--- config.mk ---
export PLATFORM = sky130hd
export DESIGN_NAME = led_pattern_ctrl
export DESIGN_NICKNAME = d
export VERILOG_FILES = /design/src/rtl/led_pattern_ctrl.sv
export SDC_FILE = /design/constraint.sdc
export NUM_CORES = 1
export LEC_CHECK = 0
export CORE_MARGIN = 2
export CORE_UTILIZATION = 55
export DETAILED_ROUTE_END_ITERATION = 10
export HOLD_SLACK_MARGIN = 0.06
export PLACE_DENSITY = 0.86
export SYNTH_ARGS = -nofsm -noshare
export SYNTH_HDL_FRONTEND = slang
export SYNTH_SLANG_ARGS = --single-unit
--- constraint.sdc ---
create_clock -name clk -period 1.9 [get_ports clk]
set_input_delay 0.475 -clock clk [delete_from_list [all_inputs] [get_ports clk]]
set_output_delay 0.475 -clock clk [all_outputs]
set_load 0.01 [all_outputs]
--- src/rtl/led_pattern_ctrl.sv ---
// LED pattern sequencer: three debounced push buttons select pattern mode,
// step speed and pause; a base timer plus step divider advance a 4-bit LED
// pattern (rotate left, rotate right, ping-pong, blink).
module led_pattern_ctrl #(
  parameter int unsigned TICK_BASE       = 6_249_999,
  parameter int unsigned DEBOUNCE_CYCLES = 1_000_000
) (
  input  logic       clk,
  input  logic       rst,
  input  logic       key_mode,
  input  logic       key_speed,
  input  logic       key_pause,
  output logic [3:0] led,
  output logic [1:0] mode,
  output logic [1:0] speed,
  output logic       paused
);

  localparam int unsigned BASE_W = (TICK_BASE > 0) ? $clog2(TICK_BASE + 1) : 1;
  localparam int unsigned DB_W   = (DEBOUNCE_CYCLES > 1) ? $clog2(DEBOUNCE_CYCLES) : 1;
  localparam int unsigned NKEY   = 3;

  typedef enum logic [1:0] {
    MODE_LEFT     = 2'd0,
    MODE_RIGHT    = 2'd1,
    MODE_PINGPONG = 2'd2,
    MODE_BLINK    = 2'd3
  } mode_e;

  // Key index order: 0 mode, 1 speed, 2 pause
  logic [NKEY-1:0] key_raw;
  logic [NKEY-1:0] press;

  assign key_raw = {key_pause, key_speed, key_mode};

  for (genvar g = 0; g < NKEY; g++) begin : g_key
    logic            s1;
    logic            s2;
    logic            lvl;
    logic            pulse;
    logic [DB_W-1:0] cnt;

    // Synchronize, debounce, and emit a one-cycle pulse on accepted 1->0
    always_ff @(posedge clk) begin
      if (rst) begin
        s1    <= 1'b1;
        s2    <= 1'b1;
        lvl   <= 1'b1;
        pulse <= 1'b0;
        cnt   <= '0;
      end else begin
        s1    <= key_raw[g];
        s2    <= s1;
        pulse <= 1'b0;
        if (s2 != lvl) begin
          if (cnt == DB_W'(DEBOUNCE_CYCLES - 1)) begin
            lvl   <= s2;
            cnt   <= '0;
            pulse <= lvl;  // old level 1 means this is a press
          end else begin
            cnt <= cnt + DB_W'(1);
          end
        end else begin
          cnt <= '0;
        end
      end
    end

    assign press[g] = pulse;
  end

  mode_e             mode_q;
  logic              dir_up;
  logic [BASE_W-1:0] base_cnt;
  logic [2:0]        step_cnt;
  logic [2:0]        step_max;
  logic              base_tick;
  logic [3:0]        next_led;
  logic              next_dir;
  mode_e             next_mode;
  logic [3:0]        start_led;

  assign mode      = mode_q;
  assign base_tick = (base_cnt == BASE_W'(TICK_BASE));
  assign next_mode = mode_e'(2'(mode_q) + 2'd1);

  // Last step-counter value before a step, (8 >> speed) - 1
  always_comb begin
    step_max = 3'd7;
    case (speed)
      2'd0:    step_max = 3'd7;
      2'd1:    step_max = 3'd3;
      2'd2:    step_max = 3'd1;
      default: step_max = 3'd0;
    endcase
  end

  // Start pattern of the mode being entered
  always_comb begin
    start_led = 4'b0001;
    case (next_mode)
      MODE_LEFT:     start_led = 4'b0001;
      MODE_RIGHT:    start_led = 4'b1000;
      MODE_PINGPONG: start_led = 4'b0001;
      MODE_BLINK:    start_led = 4'b1111;
      default:       start_led = 4'b0001;
    endcase
  end

  // One pattern step in the current mode
  always_comb begin
    next_led = led;
    next_dir = dir_up;
    case (mode_q)
      MODE_LEFT:  next_led = {led[2:0], led[3]};
      MODE_RIGHT: next_led = {led[0], led[3:1]};
      MODE_PINGPONG: begin
        if (dir_up) begin
          next_led = {led[2:0], 1'b0};
          if (led[2]) next_dir = 1'b0;  // arriving at 1000
        end else begin
          next_led = {1'b0, led[3:1]};
          if (led[1]) next_dir = 1'b1;  // arriving at 0001
        end
      end
      MODE_BLINK: next_led = ~led;
      default:    next_led = led;
    endcase
  end

  // Control registers, timers and LED pattern; any press restarts the timers
  always_ff @(posedge clk) begin
    if (rst) begin
      mode_q   <= MODE_LEFT;
      speed    <= 2'd1;
      paused   <= 1'b0;
      led      <= 4'b0001;
      dir_up   <= 1'b1;
      base_cnt <= '0;
      step_cnt <= '0;
    end else if (|press) begin
      base_cnt <= '0;
      step_cnt <= '0;
      if (press[0]) begin
        mode_q <= next_mode;
        led    <= start_led;
        dir_up <= 1'b1;
      end
      if (press[1]) speed  <= speed + 2'd1;
      if (press[2]) paused <= ~paused;
    end else if (!paused) begin
      if (base_tick) begin
        base_cnt <= '0;
        if (step_cnt == step_max) begin
          step_cnt <= '0;
          led      <= next_led;
          dir_up   <= next_dir;
        end else begin
          step_cnt <= step_cnt + 3'd1;
        end
      end else begin
        base_cnt <= base_cnt + BASE_W'(1);
      end
    end
  end

endmodule

==> metrics.md <==
| Metric | Value |
|---|---|
| Row Count | `34` |
| Top_reg_cell synth | `dfxtp_1` |
| Die area | `9840 um2` |
| Worst hold-check path type | `reg -> reg` |
| Fillers | `669` |
| CORE AREA | `8760 um2` |
| DRT iter0 DRCs | `192` |
| DRC errors left | `0` |
| WL final | `9620 um` |
| # diodes | `0` |
| Die H | `99.2 um` |
| FMAX | `498 MHz` |
| Synth Cell Area | `4980 um2` |
| Placer Congestion | `0.868` |
| Sequential cell area fraction in the yosys report | `0.434` |
| Clk root buf | `clkbuf_8` |
| Slew Viols, Final | `0` |
| Worst hold slack | `0.420 ns` |
| Slew headroom | `0.736` |
| Average wire per standard cell | `13.4 um` |
| Dpl cells | `699` |
| Most common cell after layout, fill and taps aside | `nor2_1` |
| CTS clock-pin slew for the worst setup and hold paths | `0.11 ns` |
| Vias in the first global route | `3790` |
| Critical Path Fanout Max | `4` |
| Final setup fails | `3` |
| Final nets | `622` |
| Largest family of logic cells by synthesized area | `simple AND/OR/NAND/NOR gates` |
| Minimum clock period | `2.01 ns` |
| Post-synth EDFFs | `0` |
| Clock sinks | `108` |
| CP required | `2.15 ns` |
| GRT Total Usage | `0.202` |
| Hold Startpoint | `g_key[1].s1` |
| WP data arrival | `2.26 ns` |
| I/O pins | `14` |
| Initial antenna violation count | `0` |
| Synth Area in Adders | `0.0301` |
| Power Dens Cells | `646 nW/um2` |
| Crit path launch type | `register` |
| Setup TNS | `-0.216 ns` |
| Post-synth ARST share | `0` |
| CTS tree | `yes` |
| Critical path class | `reg -> reg` |
| DR pass1 iterations | `4` |
| XOR/XNOR Fraction of Synth Area | `0.141` |
| Failing checks | `setup timing` |
| Area Growth Syn to Fin | `15.1%` |
| Num CTS Buffers | `9` |
| Cts hold-fix bufs | `0` |
| Simple-gate portion of the synthesized area | `0.304` |
| CP Capture Type | `register` |
| FF-to-FF path depth | `7` |
| Final Instance Count excl. Fillers | `718` |
| Longest Clk Path Bufs | `2` |
| Syn nets | `586` |
| Clk Latency, worst-skew pair | `0.37 ns` |
| CTS H-Tree Depth | `3` |
| IO Port Bufs | `13` |
| Routed vias | `4014` |
| Synth unique cells | `52` |
| Max cap viols | `0` |
| HPWL Detailed | `6570 um` |
| Pin count of the biggest net entering global routing | `24` |
| Gr ovfl total | `0` |
| Compound-cell area share of the yosys netlist | `0.0492` |
| Vias per std cell | `5.59` |
| First-pass GRT wire length | `16400 um` |
| Dpl ws | `-0.146 ns` |
| Die width | `99.2 um` |
| Crit Reg-Reg Endpoint | `led[3]` |
| Worst Setup Slack, final | `-0.106 ns` |
| Tcrit/Tclk final | `1.06` |
| Layout Skew | `0.0105 ns` |
| Final Hold Viols | `0` |
| Mean post-synth cell area | `8.76 um2` |
| FF-to-FF Start | `speed[1]` |
| Fraction of layout cells with a size suffix above 1 | `0.152` |
| Peak supply drop | `446 uV` |
| Flops & latches, synth | `108` |
| Synth Instances | `569` |
| Leakage | `1.88 nW` |
| R2r setup slk | `-0.11 ns` |
| Worst-Margin Slew | `0.392 ns` |
| Yosys warns | `0` |
| Most frequent cells in the layout | `nor2_1, dfxtp_1, xnor2_1` |
| Post-route ant nets | `0` |
| Run status | `complete, but fails checks` |
| WHS Path Cells | `1` |
| Worst hold endpoint | `g_key[1].s2` |
| Power, Total | `3.70 mW` |
| RSZ-0062 raised after global routing | `yes` |
| Initial core utilization | `0.569` |
| Multiplexer area fraction after synthesis | `0.00603` |
## power breakdown
part	switching [mW]	leakage, nW	internal (mW)
clock network	0.834	0.0926	0.509
logic	0.0432	0.916	0.0365
registers	0.00961	0.875	2.27
total	0.887	1.88	2.82
## final cells by class
cell class / count / area (um2) / area share
tap: 108 / 135 / 0.0236
multi-input combinational: 422 / 2790 / 0.486
inverter: 22 / 85.1 / 0.0148
clock buffer: 9 / 124 / 0.0216
sequential: 108 / 2180 / 0.380
timing repair buffer: 42 / 353 / 0.0615
clock inverter: 7 / 68.8 / 0.0120
## kinds of logic (layout without fill, tap and decap cells)
family                     after synthesis  count (layout)
adders and majority gates               12              12
DFF                                    108             108
buffers and inverters                   40              80
and+or+nand+nor                        289             290
xor gates and xnor gates                80              80
muxes                                    3               3
AOI/OAI and AO/OA                       37              37
## sequential cells by signal, indices dropped and copies added (netlist names)
signal / flops
g_key.cnt: 60
base_cnt: 23
led: 4
g_key.lvl: 3
g_key.pulse: 3
g_key.s1: 3
g_key.s2: 3
step_cnt: 3
mode: 2
speed: 2
dir_up: 1
paused: 1
## cells in the mapped netlist, types with 2 or more instances
| cell | count | area share |
|---|---|---|
| nand2b_1 | 4 | 0.0050 |
| and4_1 | 9 | 0.016 |
| ha_1 | 12 | 0.030 |
| and2_1 | 2 | 0.0025 |
| o211ai_1 | 2 | 0.0030 |
| nor3b_1 | 3 | 0.0045 |
| dfxtp_1 | 108 | 0.43 |
| nor3_1 | 20 | 0.020 |
| o31ai_1 | 2 | 0.0030 |
| nor2b_1 | 5 | 0.0063 |
| nand3_1 | 28 | 0.028 |
| inv_1 | 22 | 0.017 |
| a22oi_1 | 3 | 0.0045 |
| xor2_1 | 29 | 0.051 |
| mux2i_1 | 3 | 0.0060 |
| nor4_1 | 10 | 0.013 |
| nor4b_1 | 8 | 0.014 |
| and4_2 | 2 | 0.0040 |
| and3_1 | 7 | 0.0088 |
| a21oi_1 | 8 | 0.0080 |
| a211o_1 | 3 | 0.0053 |
| clkbuf_1 | 6 | 0.0045 |
| buf_2 | 7 | 0.0070 |
| o21ai_0 | 10 | 0.010 |
| nand3b_1 | 2 | 0.0030 |
| or2_2 | 8 | 0.010 |
| nand4_1 | 19 | 0.024 |
| or3_1 | 9 | 0.011 |
| nand2_1 | 35 | 0.026 |
| buf_4 | 4 | 0.0060 |
| xnor2_1 | 51 | 0.090 |
| nor2_1 | 106 | 0.080 |
| a221oi_1 | 3 | 0.0053 |
## per-layer routing
layer | part of all wire | wire, um | vias up | GRT usage
li1 | - | - | 2015 | -
met1 | 0.44 | 4240 | 1905 | 0.239
met2 | 0.50 | 4850 | 82 | 0.354
met3 | 0.042 | 404 | 12 | 0.0548
met4 | 0.013 | 128 | 0 | 0.0653
met5 | 0 | 0 | - | 0
## critical path, stage by stage, from the launching register on
cell and delay [ns]:
dfxtp_2 0.35, buf_6 0.12, ha_4 0.16, nor3b_4 0.20, a22oi_2 0.13, a2111o_1 0.51
a221oi_2 0.36, a311oi_2 0.06
## repair_timing
item / CTS / global route
resized for setup: 15 / 25
setup buffers: 1 / 1
cloned: 0 / 1
pin swaps: 7 / 10
endpoints found under the setup margin: 6 / 86
## worst max path at each step
stage	startpoint	end	slack [ns]
6_report	speed[1]	led[3]	-0.11
5_1_grt	speed[0]	led[3]	-0.18
4_1_cts	speed[1]	led[3]	-0.08
3_5_place_dp	rst	base_cnt[5]	-0.15
3_3_place_gp	rst	base_cnt[2]	-0.08
2_1_floorplan	speed[0]	led[3]	0.007
## through the flow
stage | cell area, um2 | util
after floorplan | 4990 | -
final | 5740 | 0.655
after detailed placement | 5360 | 0.612
after global placement | 5360 | 0.612
after CTS | 5630 | 0.642
after global routing | 5740 | 0.655
Note: power is estimated with default switching activity, not from simulation.
